==> src/rtl/cache_system_if.sv <==
// Requester-side access bus for cache_system: address/request in, data and hit flags out.
interface cache_system_if #(
    parameter int DATA_W = 11
) ();
    logic [10:0]       addr;
    logic              read;
    logic [DATA_W-1:0] read_data;
    logic              l1_hit;
    logic              l2_hit;

    modport master (output addr, read, input read_data, l1_hit, l2_hit);
    modport slave  (input addr, read, output read_data, l1_hit, l2_hit);
endinterface

==> src/rtl/cache_system.sv <==
// Read-only two-level cache (8-line L1, 32-line L2) over an identity backing memory,
// set-associative with true-LRU ranks; one cache_level instance per level.
module cache_level #(
    parameter int SETS   = 8,
    parameter int WAYS   = 1,
    parameter int DATA_W = 11
) (
    input  logic              clk,
    input  logic              rst,
    input  logic              en_i,
    input  logic [10:0]       addr_i,
    input  logic [DATA_W-1:0] fill_data_i,
    output logic              hit_o,
    output logic [DATA_W-1:0] hit_data_o
);
    localparam int IDX_W = $clog2(SETS);
    localparam int TAG_W = 11 - IDX_W;
    localparam int WAY_W = (WAYS > 1) ? $clog2(WAYS) : 1;
    typedef logic [WAY_W-1:0] way_t;

    logic [SETS-1:0][WAYS-1:0]              vld_q;
    logic [SETS-1:0][WAYS-1:0][TAG_W-1:0]   tag_q;
    logic [SETS-1:0][WAYS-1:0][DATA_W-1:0]  data_q;
    logic [SETS-1:0][WAYS-1:0][WAY_W-1:0]   age_q;

    logic [IDX_W-1:0] idx;
    logic [TAG_W-1:0] tag;
    logic             inv_found;
    way_t             hit_way, vict, touch, old_age;

    assign idx = addr_i[IDX_W-1:0];
    assign tag = addr_i[10:IDX_W];

    always_comb begin
        hit_o      = 1'b0;
        hit_way    = '0;
        hit_data_o = '0;
        inv_found  = 1'b0;
        vict       = '0;
        for (int w = 0; w < WAYS; w++) begin
            if (vld_q[idx][w] && tag_q[idx][w] == tag) begin
                hit_o      = 1'b1;
                hit_way    = way_t'(w);
                hit_data_o = data_q[idx][w];
            end
        end
        // Descending scan so the lowest-index invalid way wins.
        for (int w = WAYS - 1; w >= 0; w--) begin
            if (!vld_q[idx][w]) begin
                inv_found = 1'b1;
                vict      = way_t'(w);
            end
        end
        if (!inv_found) begin
            for (int w = 0; w < WAYS; w++) begin
                if (age_q[idx][w] == way_t'(WAYS - 1)) vict = way_t'(w);
            end
        end
        touch = hit_o ? hit_way : vict;
        // An invalid way counts as oldest so every valid way ages and ranks stay a permutation.
        old_age = vld_q[idx][touch] ? age_q[idx][touch] : way_t'(WAYS - 1);
    end

    always_ff @(posedge clk or negedge rst) begin
        if (!rst) begin
            vld_q  <= '0;
            tag_q  <= '0;
            data_q <= '0;
            age_q  <= '0;
        end else if (en_i) begin
            for (int w = 0; w < WAYS; w++) begin
                if (way_t'(w) == touch)
                    age_q[idx][w] <= '0;
                else if (vld_q[idx][w] && age_q[idx][w] < old_age)
                    age_q[idx][w] <= age_q[idx][w] + 1'b1;
            end
            if (!hit_o) begin
                vld_q[idx][touch]  <= 1'b1;
                tag_q[idx][touch]  <= tag;
                data_q[idx][touch] <= fill_data_i;
            end
        end
    end
endmodule

module cache_system #(
    parameter int WAYS   = 1,
    parameter int DATA_W = 11
) (
    input  logic           clk,
    input  logic           rst,
    cache_system_if.slave  bus
);
    logic              l1_hit, l2_hit;
    logic [DATA_W-1:0] l1_data, l2_data, mem_word, l1_fill, read_data_d;
    logic [DATA_W-1:0] read_data_q;
    logic              l1_hit_q, l2_hit_q;

    assign mem_word    = DATA_W'(bus.addr);
    assign l1_fill     = l2_hit ? l2_data : mem_word;
    assign read_data_d = l1_hit ? l1_data : l1_fill;

    cache_level #(.SETS(8 / WAYS), .WAYS(WAYS), .DATA_W(DATA_W)) u_l1 (
        .clk(clk), .rst(rst), .en_i(bus.read), .addr_i(bus.addr),
        .fill_data_i(l1_fill), .hit_o(l1_hit), .hit_data_o(l1_data)
    );

    // L2 is only consulted (and its LRU touched) when L1 misses.
    cache_level #(.SETS(32 / WAYS), .WAYS(WAYS), .DATA_W(DATA_W)) u_l2 (
        .clk(clk), .rst(rst), .en_i(bus.read && !l1_hit), .addr_i(bus.addr),
        .fill_data_i(mem_word), .hit_o(l2_hit), .hit_data_o(l2_data)
    );

    always_ff @(posedge clk or negedge rst) begin
        if (!rst) begin
            read_data_q <= '0;
            l1_hit_q    <= 1'b0;
            l2_hit_q    <= 1'b0;
        end else if (bus.read) begin
            read_data_q <= read_data_d;
            l1_hit_q    <= l1_hit;
            l2_hit_q    <= l2_hit && !l1_hit;
        end
    end

    assign bus.read_data = read_data_q;
    assign bus.l1_hit    = l1_hit_q;
    assign bus.l2_hit    = l2_hit_q;
endmodule

==> src/flat_wrapper.sv <==
// flat-port wrapper written by rule: the top's interface ports become plain ports
module cache_system_flat 
#(
    parameter int WAYS   = 1,
    parameter int DATA_W = 11
)
  (clk, rst, bus_addr, bus_read, bus_read_data, bus_l1_hit, bus_l2_hit);
  cache_system_if #(.DATA_W(DATA_W)) bus_i ();
  input  logic clk;
  input  logic rst;
  input wire logic [$bits(bus_i.addr)-1:0] bus_addr;
  input wire logic [$bits(bus_i.read)-1:0] bus_read;
  output wire logic [$bits(bus_i.read_data)-1:0] bus_read_data;
  output wire logic [$bits(bus_i.l1_hit)-1:0] bus_l1_hit;
  output wire logic [$bits(bus_i.l2_hit)-1:0] bus_l2_hit;
  assign bus_i.addr = bus_addr;
  assign bus_i.read = bus_read;
  assign bus_read_data = bus_i.read_data;
  assign bus_l1_hit = bus_i.l1_hit;
  assign bus_l2_hit = bus_i.l2_hit;
  cache_system #(.WAYS(WAYS), .DATA_W(DATA_W)) u_core (.clk(clk), .rst(rst), .bus(bus_i));
endmodule
==> config.mk <==
export PLATFORM = sky130hd
export DESIGN_NAME = cache_system_flat
export DESIGN_NICKNAME = d
export VERILOG_FILES = /design/src/rtl/cache_system_if.sv /design/src/rtl/cache_system.sv /design/src/flat_wrapper.sv
export SDC_FILE = /design/constraint.sdc
export NUM_CORES = 1
export LEC_CHECK = 0
export CAP_MARGIN = 20
export CORE_MARGIN = 2
export CORE_UTILIZATION = 50
export DETAILED_ROUTE_END_ITERATION = 16
export GPL_TIMING_DRIVEN = 0
export PLACE_DENSITY = 0.74
export SYNTH_ARGS = -nofsm -noshare
export SYNTH_HDL_FRONTEND = slang
export SYNTH_SLANG_ARGS = --single-unit
==> constraint.sdc <==
create_clock -name clk -period 8.5 [get_ports clk]
set_clock_uncertainty 0.2 [all_clocks]
set_input_delay 2.55 -clock clk [delete_from_list [all_inputs] [get_ports clk]]
set_output_delay 2.55 -clock clk [all_outputs]
set_load 0.05 [all_outputs]
==> impl_metrics.tcl <==
set metrics [dict create \
    grt-ovfl-total 0 \
    p_leak_nw 13.5 \
    synthTopCellsByArea "dfrtp_1 55%, mux4_2 7.7%, mux2_4 7.1%, mux2_2 5.1%, mux2i_1 4.5%" \
    multiInputGateArea_um2 10500 \
    min_period_ps 7460 \
    wl_met2_um 32600 \
    fp-row-count 82 \
    clockBufferDepth 3 \
    worstPathRequired_ps 8750 \
    critPathMaxFanout 10 \
    power.density_nw_per_um2 249 \
    criticalPathCategory "in -> reg" \
    yosysTopAreaCell "dfrtp_1" \
    final_nets 1997 \
    io_buffers 19 \
    ys.flop_type "dfrtp_1" \
    setup_viol 0 \
    cts_tree "yes" \
    holdCritStartpoint "u_core.u_l2.data_q[155]$_DFFE_PN0P_" \
    fill_cells 3948 \
    wl_met3_um 5950 \
    yosysMostFrequentCell "dfrtp_1" \
    die_w_um 229 \
    path_clk_slew_ps 60 \
    syn-num-nets 1917 \
    core_um2 50200 \
    clk_latency_ps 630 \
    synth_top_area_frac 0.548 \
    pin_count 27 \
    die_h_um 229 \
    cp_cell_sequence "clkdlybuf4s50_1, buf_1, buf_2, nand4b_1, o22ai_1, nor4_1, and3_1, nor4_2, nand4_1, o21ai_1, a31oi_1" \
    async_flop_share 1.00 \
    cp.arrival_ps 7720 \
    grt_setup_unrepaired "false" \
    register_area_um2 13900 \
    power.total_w 0.00712 \
    globalplace.congestion 0.912 \
    start_util 0.507 \
    diodes 0 \
    cp-start-kind "input pin" \
    antenna_found_initial 1 \
    clockRootBuffer "clkbuf_16" \
    max_slew.worst_pin.slew_ps 978 \
    slew_headroom 0.348 \
    clock-sinks 557 \
    max_freq_mhz 134 \
    vias 16200 \
    regToRegSetupSlack_ps 4200 \
    worstReg2RegEnd "u_core.u_l1.data_q[63]$_DFFE_PN0P_" \
    finalMaxSlewViolations 0 \
    cts.repair.resized 0 \
    wire_per_inst_um 26.2 \
    synth_seq_cells 557 \
    ant_nets 0 \
    drc_errors 0 \
    synth.avg_cell_area_um2 13.4 \
    via_per_inst 6.02 \
    ys_warn_count 0 \
    slowest_delay_ps 840 \
    htree_num_levels 2 \
    cts_setup_buffers 0 \
    reg2reg_depth 13 \
    dp_hpwl_um 47500 \
    ctsHoldBuffers 0 \
    startpoint "bus_addr[4]" \
    drive_above_1_share 0.274 \
    crit_path_end "u_core.u_l1.data_q[80]$_DFFE_PN0P_" \
    grt_pass1_vias 17300 \
    vdd_drop_max_mv 0.225 \
    grtUsageTotal 0.274 \
    finalHoldViolations 0 \
    outcome "complete, no violations" \
    routed.top_layer "met4" \
    fin_crit_sh 0.878 \
    drtIter0Drc 1777 \
    yosys-top-cells-count "557 x dfrtp_1, 282 x nand2_1, 123 x nand2b_1" \
    syn_to_final_growth_pct 12.5 \
    syn_area_um2 25400 \
    grt_pass1_wl_um 108000 \
    end_kind "flop" \
    cts_made_buffers 55 \
    reg2reg_from "u_core.u_l1.tag_q[2]$_DFFE_PN0P_" \
    die-area_um2 52600 \
    grt_max_degree 133 \
    synth_cell_type_count 57 \
    wl_met1_um 29100 \
    synth_seq_area_share 0.548 \
    tns_ps 0 \
    slowest_stage "o21ai_1" \
    max_cap_violations 0 \
    synthCells 1903 \
    synth-edff-count 0 \
    firstDrtPassIters 6 \
    drt_wl_total_um 70800 \
    min_path_type "reg -> reg" \
]
-- routing by layer --
metal | vias to the layer above | track usage
met2 | 778 | 0.420
met4 | 0 | 0.121
met1 | 8471 | 0.373
li1 | 6822 | -
met5 | - | 0
met3 | 176 | 0.0655
-- report_power, final --
group | switching, W | internal, W | total (W)
sequential | 0.000248 | 0.00309 | 0.00334
combinational | 0.000500 | 0.000574 | 0.00107
clock | 0.00108 | 0.00162 | 0.00270
total | 0.00183 | 0.00529 | 0.00712
-- layout make-up --
class,count,area share
sequential,557,0.488
multi-input combinational,1189,0.367
clock buffer,73,0.0558
buffer,154,0.0344
timing repair buffer,23,0.0107
inverter,3,0.000394
clock inverter,30,0.0149
tap,672,0.0294
-- through the flow --
step	worst slack, ps	area, um2	hold slack, ps	instances	utilization
after floorplan	2750	25400	229	1903	-
after global placement	-18670	26400	243	2594	0.527
after detailed placement	596	26600	247	2598	0.529
after CTS	1220	28600	265	2701	0.570
after global routing	871	28600	276	2701	0.570
final	1040	28600	264	2701	0.570
-- kinds of logic after synthesis --
family	share of synthesized area
buffers and inverters	0.0391
AND/OR/NAND/NOR	0.132
XOR/XNOR	0.00310
AO/OA/AOI/OAI	0.0272
multiplexers	0.250
flip-flops	0.548
-- state kept, by name (all words and copies together) (netlist names) --
register              flops
u_core.u_l1.data_q       88
u_core.u_l1.tag_q        64
u_core.u_l2.tag_q        32
u_core.u_l2.vld_q        32
u_core.bus.read_data     11
u_core.u_l2.data_q      320
u_core.bus.l2_hit         1
u_core.bus.l1_hit         1
u_core.u_l1.vld_q         8
-- worst max-delay path, delay by kind of cell --
kind	cells	cell delay [ps]
simple gates	5	2200
buf+inv	3	1520
compound gates	3	1430
-- worst min path at each step --
stage	to	slack (ps)	depth (start not counted)
after floorplan	u_core.u_l1.vld_q[2]$_DFFE_PN0P_	230	1
final	u_core.u_l2.data_q[155]$_DFFE_PN0P_	260	1
after detailed placement	u_core.u_l2.data_q[289]$_DFFE_PN0P_	250	1
after global placement	u_core.u_l2.data_q[68]$_DFFE_PN0P_	240	1
after global routing	u_core.u_l2.data_q[202]$_DFFE_PN0P_	280	1
after CTS	u_core.u_l2.data_q[202]$_DFFE_PN0P_	270	1
-- cell usage in the layout (no fill, tap or decap), drive strengths merged, types with 33 or more instances in the layout --
master	count
dfrtp	557
or4	33
nand2	282
clkbuf	135
mux2	241
o22ai	49
nand2b	123
buf	97
and2	81
mux2i	114
mux4	90
No activity file was read; power rests on OpenSTA's default activity.
